==> config.mk <==
export PLATFORM = sky130hd
export DESIGN_NAME = lu_arbiter
export DESIGN_NICKNAME = d
export VERILOG_FILES = /design/src/rtl/lu_arbiter_pkg.sv /design/src/rtl/lu_arbiter_rr.sv /design/src/rtl/lu_arbiter.sv
export SDC_FILE = /design/constraint.sdc
export NUM_CORES = 1
export LEC_CHECK = 0
export CORE_MARGIN = 10
export CORE_UTILIZATION = 44
export CTS_CLUSTER_DIAMETER = 200
export DETAILED_ROUTE_END_ITERATION = 8
export HOLD_SLACK_MARGIN = 0.05
export PLACE_DENSITY = 0.89
export SLEW_MARGIN = 20
export SYNTH_ARGS = -nofsm -noshare
export SYNTH_HDL_FRONTEND = slang
export SYNTH_SLANG_ARGS = --single-unit
==> constraint.sdc <==
create_clock -name clk_i -period 6.3 [get_ports clk_i]
set_clock_uncertainty 0.1 [all_clocks]
set_input_delay 0.63 -clock clk_i [delete_from_list [all_inputs] [get_ports clk_i]]
set_output_delay 0.63 -clock clk_i [all_outputs]
set_load 0.01 [all_outputs]
==> src/rtl/lu_arbiter_pkg.sv <==
// Shared types and helpers for the round-robin logic-unit arbiter.
package lu_arbiter_pkg;

  typedef enum logic [1:0] {
    LU_AND  = 2'b00,
    LU_OR   = 2'b01,
    LU_XOR  = 2'b10,
    LU_NAND = 2'b11
  } lu_op_e;

  typedef enum logic {
    ST_EMPTY = 1'b0,
    ST_FULL  = 1'b1
  } stage_e;

  localparam int STAT_W = 16;

  // One bit of the shared logic unit. Callers loop over the data width,
  // which keeps the function independent of DATA_W.
  function automatic logic lu_compute(lu_op_e op, logic a, logic b);
    logic r;
    unique case (op)
      LU_AND:  r = a & b;
      LU_OR:   r = a | b;
      LU_XOR:  r = a ^ b;
      LU_NAND: r = ~(a & b);
      default: r = 1'b0;
    endcase
    return r;
  endfunction

endpackage

==> src/rtl/lu_arbiter_rr.sv <==
// Combinational round-robin search. The winner is the first set request
// found starting at ptr and wrapping; grants are suppressed when en is low.
module rr_arbiter #(
  parameter int N_REQ = 4,
  localparam int ID_W = $clog2(N_REQ)
) (
  input  logic [N_REQ-1:0] req,
  input  logic [ID_W-1:0]  ptr,
  input  logic             en,
  output logic [N_REQ-1:0] gnt,
  output logic [ID_W-1:0]  gnt_idx,
  output logic             any_gnt
);

  logic            found;
  logic [ID_W-1:0] idx;

  // Search from the pointer, first hit wins.
  always_comb begin
    found   = 1'b0;
    idx     = '0;
    gnt_idx = '0;
    gnt     = '0;
    for (int k = 0; k < N_REQ; k++) begin
      idx = ID_W'((int'(ptr) + k) % N_REQ);
      if (!found && req[idx]) begin
        found   = 1'b1;
        gnt_idx = idx;
      end
    end
    any_gnt = found && en;
    if (any_gnt) gnt[gnt_idx] = 1'b1;
  end

endmodule

==> src/rtl/lu_arbiter.sv <==
// Round-robin arbiter sharing one bitwise logic unit between N_REQ clients,
// with a single-entry registered result stage.
// Optional per-requester grant counters: define LU_ARBITER_STATS_EN.
//
// Output stage states:
//   state    | meaning
//   ST_EMPTY | no result held, rsp_valid_o low, any winner may transfer
//   ST_FULL  | result held; new transfer only if consumer takes it this cycle
module lu_arbiter
  import lu_arbiter_pkg::*;
#(
  parameter int N_REQ  = 4,
  parameter int DATA_W = 8,
  localparam int ID_W  = $clog2(N_REQ)
) (
  input  logic                    clk_i,
  input  logic                    rst_i,
  input  logic [N_REQ-1:0]        req_valid_i,
  output logic [N_REQ-1:0]        req_ready_o,
  input  logic [N_REQ*DATA_W-1:0] req_a_i,
  input  logic [N_REQ*DATA_W-1:0] req_b_i,
  input  logic [N_REQ*2-1:0]      req_op_i,
  output logic                    rsp_valid_o,
  input  logic                    rsp_ready_i,
  output logic [ID_W-1:0]         rsp_id_o,
  output logic [DATA_W-1:0]       rsp_data_o
`ifdef LU_ARBITER_STATS_EN
  ,
  output logic [N_REQ*STAT_W-1:0] grant_cnt_o
`endif
);

  stage_e            state_q, state_d;
  logic [ID_W-1:0]   ptr_q;
  logic [N_REQ-1:0]  gnt;
  logic [ID_W-1:0]   gnt_idx;
  logic              any_gnt;
  logic              can_accept;
  logic [DATA_W-1:0] op_a, op_b, result;
  lu_op_e            op_sel;

  // A slot frees up in the same cycle the consumer takes the held result.
  assign can_accept = (state_q == ST_EMPTY) || rsp_ready_i;

  rr_arbiter #(.N_REQ(N_REQ)) u_rr (
    .req     (req_valid_i),
    .ptr     (ptr_q),
    .en      (can_accept),
    .gnt     (gnt),
    .gnt_idx (gnt_idx),
    .any_gnt (any_gnt)
  );

  assign req_ready_o = gnt;
  assign op_a        = req_a_i[gnt_idx*DATA_W +: DATA_W];
  assign op_b        = req_b_i[gnt_idx*DATA_W +: DATA_W];
  assign op_sel      = lu_op_e'(req_op_i[gnt_idx*2 +: 2]);

  // Shared logic unit on the winner's operands.
  always_comb begin
    result = '0;
    for (int i = 0; i < DATA_W; i++) begin
      result[i] = lu_compute(op_sel, op_a[i], op_b[i]);
    end
  end

  // Output stage next state; a transfer always wins over a drain.
  always_comb begin
    state_d = state_q;
    if (any_gnt) begin
      state_d = ST_FULL;
    end else if (rsp_ready_i) begin
      state_d = ST_EMPTY;
    end
  end

  // Output stage state register.
  always_ff @(posedge clk_i or posedge rst_i) begin
    if (rst_i) state_q <= ST_EMPTY;
    else       state_q <= state_d;
  end

  // Capture result and rotate the pointer past the winner on each transfer.
  always_ff @(posedge clk_i or posedge rst_i) begin
    if (rst_i) begin
      rsp_id_o   <= '0;
      rsp_data_o <= '0;
      ptr_q      <= '0;
    end else if (any_gnt) begin
      rsp_id_o   <= gnt_idx;
      rsp_data_o <= result;
      if (gnt_idx == ID_W'(N_REQ - 1)) ptr_q <= '0;
      else                             ptr_q <= gnt_idx + 1'b1;
    end
  end

  assign rsp_valid_o = (state_q == ST_FULL);

`ifdef LU_ARBITER_STATS_EN
  for (genvar g = 0; g < N_REQ; g++) begin : g_stat
    logic [STAT_W-1:0] cnt_q;

    // Saturating count of transfers from requester g.
    always_ff @(posedge clk_i or posedge rst_i) begin
      if (rst_i) begin
        cnt_q <= '0;
      end else if (gnt[g] && (cnt_q != {STAT_W{1'b1}})) begin
        cnt_q <= cnt_q + 1'b1;
      end
    end

    assign grant_cnt_o[g*STAT_W +: STAT_W] = cnt_q;
  end
`endif

endmodule

# Word-level counts from Yosys, hierarchy flattened
# Index checks and enable logic that the tools add are counted.
[word_totals] ff_bits=13 ram_bits=0 word_cells=95 latch_bits=0 romBits=0 n_memories=0
[op_classes] n_addsub=4 multipliers=0 div_mod_pow=0 magnitude_cmp=6 eq_ne=4 n_bitwise=33 reduce_logical=11 n_shift=3 mux=30
[op_table] op="$shiftx A32 B6 Y8" count=2
[op_table] op="$pmux W1 S4" count=8
[op_table] op="$lt A2 B3 Y1 const B" count=5
[op_table] op="$mux W1" count=11
[op_table] op="$mux W2" count=5
[op_table] op="$not A1 Y1" count=9
[op_table] op="$and A1 B1 Y1" count=8
[op_table] op="$bmux W1 S2" count=4
[op_table] op="$or A1 B1 Y1" count=8
[op_table] op="$shiftx A8 B4 Y2" count=1
[op_table] op="$xor A1 B1 Y1" count=8
[op_table] op="$eq A2 B2 Y1 const B" count=3
[op_table] op="$logic_and A1 B1 Y1" count=5
[op_table] op="$add A2 B1 Y2 const B" count=2
[op_table] op="$add A2 B2 Y2 const B" count=2
[op_table] op="$mux W4" count=1
[op_table] op="$logic_not A1 Y1" count=3
[op_table] op="$demux W1 S2" count=1
[op_table] op="$eq A2 B1 Y1 const B" count=1
[op_table] op="$ge A2 B1 Y1 const B" count=1
[op_table] op="$logic_not A2 Y1" count=1
[op_table] op="$reduce_bool A2 Y1" count=1
[op_table] op="$logic_or A1 B1 Y1" count=1

# Longest topological paths before layout
[depth] word_depth=17 depth_mapped=15 depth_no_buf=12

# By module
# A second synthesis with hierarchy kept.
[hier_totals] cells_unflattened=148 area_unflattened_um2=1605.3
[modules_own_cells] module="lu_arbiter" cells_each=128 instances=1 seq_area_each_um2=325.3 area_each_um2=1450.1
[modules_own_cells] module="rr_arbiter" cells_each=20 instances=1 seq_area_each_um2=0.0 area_each_um2=155.1

# Worst setup path after synthesis
# Ideal clock, no wire load.
[synth_timing] path_type="input to register" from="in req_valid_i[2]" to="reg rsp_data_o[2]" setup_time_ns=0.126 stages=15 t_required_ns=6.074 path_buffers=3 arrival_time_ns=2.870 path_slack_ns=3.204 cell_sequence="mux2i_1 > nor2_1 > or3_1 > buf_6 > clkinv_4 > buf_12 > buf_2 > mux2i_1 > nand2_1 > and2_1 > inv_1 > ha_1 > nand2_1 > o221ai_1 > o32a_1"
[synth_via] elab_chain_cells=16 elab_cells_between_ends=35 cone_classes="eq/ne: 3; shift: 3; mux: 17; bitwise: 4; reduce/logical: 8"
[synth_rtl] element="start: declaration" line="lu_arbiter.sv:18" text="input logic [N_REQ-1:0] req_valid_i,"
[synth_rtl] element="$bmux W1 S2" line="lu_arbiter_rr.sv:26" text="if (!found && req[idx]) begin"
[synth_rtl] element="$mux W1 (not written as such)" line="lu_arbiter_rr.sv:26"
[synth_rtl] element="$mux W1" line="lu_arbiter_rr.sv:26"
[synth_rtl] element="$logic_not A1 Y1" line="lu_arbiter_rr.sv:26"
[synth_rtl] element="$logic_and A1 B1 Y1" line="lu_arbiter_rr.sv:26"
[synth_rtl] element="$mux W1" line="lu_arbiter_rr.sv:26"
[synth_rtl] element="$logic_not A1 Y1" line="lu_arbiter_rr.sv:26"
[synth_rtl] element="$logic_and A1 B1 Y1" line="lu_arbiter_rr.sv:26"
[synth_rtl] element="$mux W1" line="lu_arbiter_rr.sv:26"
[synth_rtl] element="$logic_not A1 Y1" line="lu_arbiter_rr.sv:26"
[synth_rtl] element="$logic_and A1 B1 Y1" line="lu_arbiter_rr.sv:26"
[synth_rtl] element="$mux W2 *" line="lu_arbiter_rr.sv:26"
[synth_rtl] element="named net gnt_idx[0]" line="lu_arbiter.sv:36" text="logic [ID_W-1:0] gnt_idx;"
[synth_rtl] element="$shiftx A32 B6 Y8, on equally long branches" line="lu_arbiter.sv:55, lu_arbiter.sv:56"
[synth_rtl] element="$and A1 B1 Y1" line="lu_arbiter_pkg.sv:23, lu_arbiter_pkg.sv:26"
[synth_rtl] element="$not A1 Y1" line="lu_arbiter_pkg.sv:26" text="LU_NAND: r = ~(a & b);"
[synth_rtl] element="$pmux W1 S4 *" line="lu_arbiter_pkg.sv:22" text="unique case (op)"
[synth_rtl] element="end signal: assignment" line="lu_arbiter.sv:91" text="rsp_data_o <= result;"
[synth_rtl] element="end: declaration" line="lu_arbiter.sv:26" text="output logic [DATA_W-1:0] rsp_data_o"
# The timed path passes the listed nets; every way through them passes the cells marked *. The select of a mux whose other input is x is not followed.
# A chain may end at the register's enable or synchronous reset.

# Final worst setup path
[layout_timing] from="in req_valid_i[0]" to="out req_ready_o[0]"
[layout_via] elab_chain_cells=17 elab_cells_between_ends=29 cone_classes="order compare: 2; mux: 19; reduce/logical: 8"
[layout_rtl] element="$bmux W1 S2" line="lu_arbiter_rr.sv:26"
[layout_rtl] element="$mux W1 (not written as such)" line="lu_arbiter_rr.sv:26"
[layout_rtl] element="$mux W1" line="lu_arbiter_rr.sv:26"
[layout_rtl] element="$logic_not A1 Y1" line="lu_arbiter_rr.sv:26"
[layout_rtl] element="$logic_and A1 B1 Y1" line="lu_arbiter_rr.sv:26"
[layout_rtl] element="$mux W1" line="lu_arbiter_rr.sv:26"
[layout_rtl] element="$logic_not A1 Y1" line="lu_arbiter_rr.sv:26"
[layout_rtl] element="$logic_and A1 B1 Y1" line="lu_arbiter_rr.sv:26"
[layout_rtl] element="$mux W1" line="lu_arbiter_rr.sv:26"
[layout_rtl] element="$logic_not A1 Y1" line="lu_arbiter_rr.sv:26"
[layout_rtl] element="$logic_and A1 B1 Y1" line="lu_arbiter_rr.sv:26"
[layout_rtl] element="$mux W2" line="lu_arbiter_rr.sv:26"
[layout_rtl] element="$lt A2 B3 Y1 (not written as such) or $ge A2 B1 Y1 (tied branches)" line="lu_arbiter_rr.sv:32" text="if (any_gnt) gnt[gnt_idx] = 1'b1;"
[layout_rtl] element="$logic_and A1 B1 Y1 (not written as such)" line="lu_arbiter_rr.sv:32"
[layout_rtl] element="$mux W1 (not written as such)" line="lu_arbiter_rr.sv:32"
[layout_rtl] element="$demux W1 S2"
[layout_rtl] element="$mux W4 *" line="lu_arbiter_rr.sv:32"
[layout_rtl] element="end: declaration" line="lu_arbiter.sv:19" text="output logic [N_REQ-1:0] req_ready_o,"
# Mark *: on every way between the ends. The rest lies on a longest branch, timed or not. The select of a mux whose other input is x is not followed.

==> impl_metrics.env <==
export IMPL_grt_overflow_total=0
export IMPL_post_cts_resized=0
export IMPL_firstDrtPassIters=4
export IMPL_grt_max_degree=24
export IMPL_initial_utilization=0.4636
export IMPL_grt_pass1_wl_um=9087
export IMPL_syn_instance_count=241
export IMPL_core_area_um2=4086
export IMPL_grtUsageMet2=0.2616
export IMPL_grt_util_met1=0.1543
export IMPL_grt_setup_unrepaired="no"
export IMPL_p_leak_uw=0.001347
export IMPL_instances_no_fill=378
export IMPL_setup_slack_ns=2.116
export IMPL_cp_slowest_stage_delay_ns=0.69
export IMPL_antenna_found_initial=0
export IMPL_gr_max_usage_layer="met2"
export IMPL_cp_num_buf_inv=3
export IMPL_drv_cap=0
export IMPL_ys_ff_latch=13
export IMPL_cts_root_buffer_cell="clkbuf_8"
export IMPL_clk_latency_ns=0.26
export IMPL_dp_slack_ns=2.109
export IMPL_syn_nets=340
export IMPL_port_buffers=93
export IMPL_start_kind="input pin"
export IMPL_h_tree_depth=1
export IMPL_path_cells="clkdlybuf4s50_1 > a21oi_1 > o21a_1 > o22a_1 > inv_1 > ha_1 > and2_1 > clkdlybuf4s50_1"
export IMPL_crit_required_ns=5.57
export IMPL_grt_pass1_vias=2058
export IMPL_ys_seq_area_frac=0.1717
export IMPL_routed_via_density=5.357
export IMPL_hold_buffers=0
export IMPL_antennaDiodeCount=0
export IMPL_worst_pin_slew_ns=0.7921
export IMPL_synth_cell_area_um2=1894
export IMPL_fin_crit_sh=0.6641
export IMPL_layout_commonest_cell="clkdlybuf4s50_1"
export IMPL_hold_depth=2
export IMPL_die_x_um=85.62
export IMPL_dieHeight_um=85.62
export IMPL_synth_flop_cell="dfrtp_1"
export IMPL_hold_viol=0
export IMPL_slew_violations=0
export IMPL_layout_common_cells="clkdlybuf4s50_1, nand2_1, mux2i_1"
export IMPL_wl_um=5781
export IMPL_drt_iter0_drc=73
export IMPL_die_area_um2=7330
export IMPL_path_depth=8
export IMPL_drc=0
export IMPL_grtUsageTotal=0.1466
export IMPL_clkTransAtPathRegs_ns=0.06
export IMPL_crit_top_cell="clkdlybuf4s50_1"
export IMPL_post_cts_buffers=0
export IMPL_layout_drive_gt1_share=0.03354
export IMPL_cts_tree="built"
export IMPL_num_rows=23
export IMPL_yosysWarnings=0
export IMPL_status="finished, final reports clean"
export IMPL_avgSynthCellArea_um2=7.860
export IMPL_num_vias=2025
export IMPL_p_per_area_nw_per_um2=287.1
export IMPL_async_flop_share=1.000
export IMPL_gp_congestion=0.8209
export IMPL_slew_headroom=0.4713
export IMPL_cts_made_buffers=3
export IMPL_synth_edff_count=0
export IMPL_utilization=0.7009
export IMPL_critPathTopFamily="buffers and inverters"
export IMPL_fmax_mhz=239.0
export IMPL_io_pins=94
export IMPL_synth_cell_type_count=32
export IMPL_dp_cells=374
export IMPL_vdd_drop_max_mv=0.1078
export IMPL_crit_arrival_ns=3.45
export IMPL_cpMaxStageDelayCell="inv_1"
export IMPL_hpwl_um=4805
export IMPL_worstSetupPathType="in2out"
export IMPL_grt_met3_usage=0.05771
export IMPL_ant_nets=0
export IMPL_whs_ns=0.3776
export IMPL_hp_class="reg2reg"
export IMPL_wl_per_cell_um=15.29
export IMPL_finalSetupViolCount=0
export IMPL_critical_path_max_fanout=23
export IMPL_rr_worst_depth=13
export IMPL_clockBufferDepth=2
export IMPL_crit_path_end_kind="output pin"
export IMPL_fin_setup_tns_ns=0
export IMPL_syn2layout_area_growth_pct=51.19
export IMPL_cts_sinks=13
export IMPL_final_net_count=428
export IMPL_fin_crit_ns=4.184
==> through the flow <==
step	total power (uW)	instance area (um^2)
CTS	824.7	2864
finish	822.2	2864
global placement	717.5	2819
global route	894.1	2864
detailed placement	742.2	2819
floorplan	562.1	1894
==> synth_stat cells (3+ instances only) <==
| cell | instances | area, um^2 |
|---|---|---|
| nand2_1 | 58 | 217.7 |
| mux2i_1 | 37 | 370.4 |
| inv_1 | 29 | 108.9 |
| ha_1 | 20 | 250.2 |
| dfrtp_1 | 13 | 325.3 |
| a211oi_1 | 12 | 90.09 |
| and2_1 | 12 | 75.07 |
| nor2_1 | 9 | 33.78 |
| o221ai_1 | 6 | 52.55 |
| o32a_1 | 6 | 60.06 |
| a21oi_1 | 5 | 25.02 |
| o211ai_1 | 4 | 30.03 |
| buf_2 | 3 | 15.01 |
| clkbuf_1 | 3 | 11.26 |
| o21ai_0 | 3 | 15.01 |
==> power breakdown <==
group | leakage [uW] | switching, uW | internal, uW
clock | 0.0000228 | 34.7 | 45.0
sequential | 0.000144 | 21.6 | 116
combinational | 0.00118 | 313 | 291
total | 0.00135 | 369 | 453
==> kinds of logic (layout without fill, tap and decap cells) <==
group | Yosys count | in the layout | synth area share
adder cells (fa/ha/maj) | 20 | 20 | 0.1321
buffers and inverters | 42 | 129 | 0.1063
multiplexers | 41 | 41 | 0.2285
flip-flops | 13 | 13 | 0.1717
AND/OR/NAND/NOR | 82 | 82 | 0.1823
AO/OA/AOI/OAI | 43 | 43 | 0.1790
==> path summary, 6_finish.rpt <==
check	slack (ns)	start	endpoint
max	2.12	req_valid_i[0]	req_ready_o[0]
min in group asynchronous	0.60	rst_i	rsp_data_o[7]
min	0.38	rsp_id_o[1]	rsp_id_o[1]
max in group asynchronous	5.16	rst_i	rsp_valid_o
max reg2reg	2.86	ptr_q[1]	rsp_data_o[7]
min reg2reg	0.38	rsp_id_o[1]	rsp_id_o[1]
==> final cells by class <==
type / instances / area, um^2
Fill cell: 332 / 1222
Tap cell: 50 / 62.56
Sequential cell: 13 / 325.3
Timing Repair Buffer: 95 / 945.9
Inverter: 30 / 117.6
Clock buffer: 4 / 45.04
Multi-Input combinational cell: 186 / 1368
==> worst reg2reg max path: stages (launching register included) <==
cell and delay [ns]:
dfrtp_1 0.45, mux2i_1 0.21, nor2_1 0.05, or3_1 0.63
buf_4 0.32, clkinv_4 0.21, mux2i_1 0.27, nand2_1 0.08
and2_1 0.22, inv_1 0.06, ha_1 0.23, nand2_1 0.07
o221ai_1 0.11, o32a_1 0.30
==> state kept, by name, indices dropped and copies added, names as in the netlist <==
name / count
rsp_id_o: 2
ptr_q: 2
rsp_valid_o: 1
rsp_data_o: 8
==> layer usage <==
metal  routed length [um]  vias to the layer above
met5                    0                        -
met4                   92                        0
met3                  548                        9
met2                 2774                       77
met1                 2366                      933
li1                     -                     1006
(Power assumes the default switching activity.)
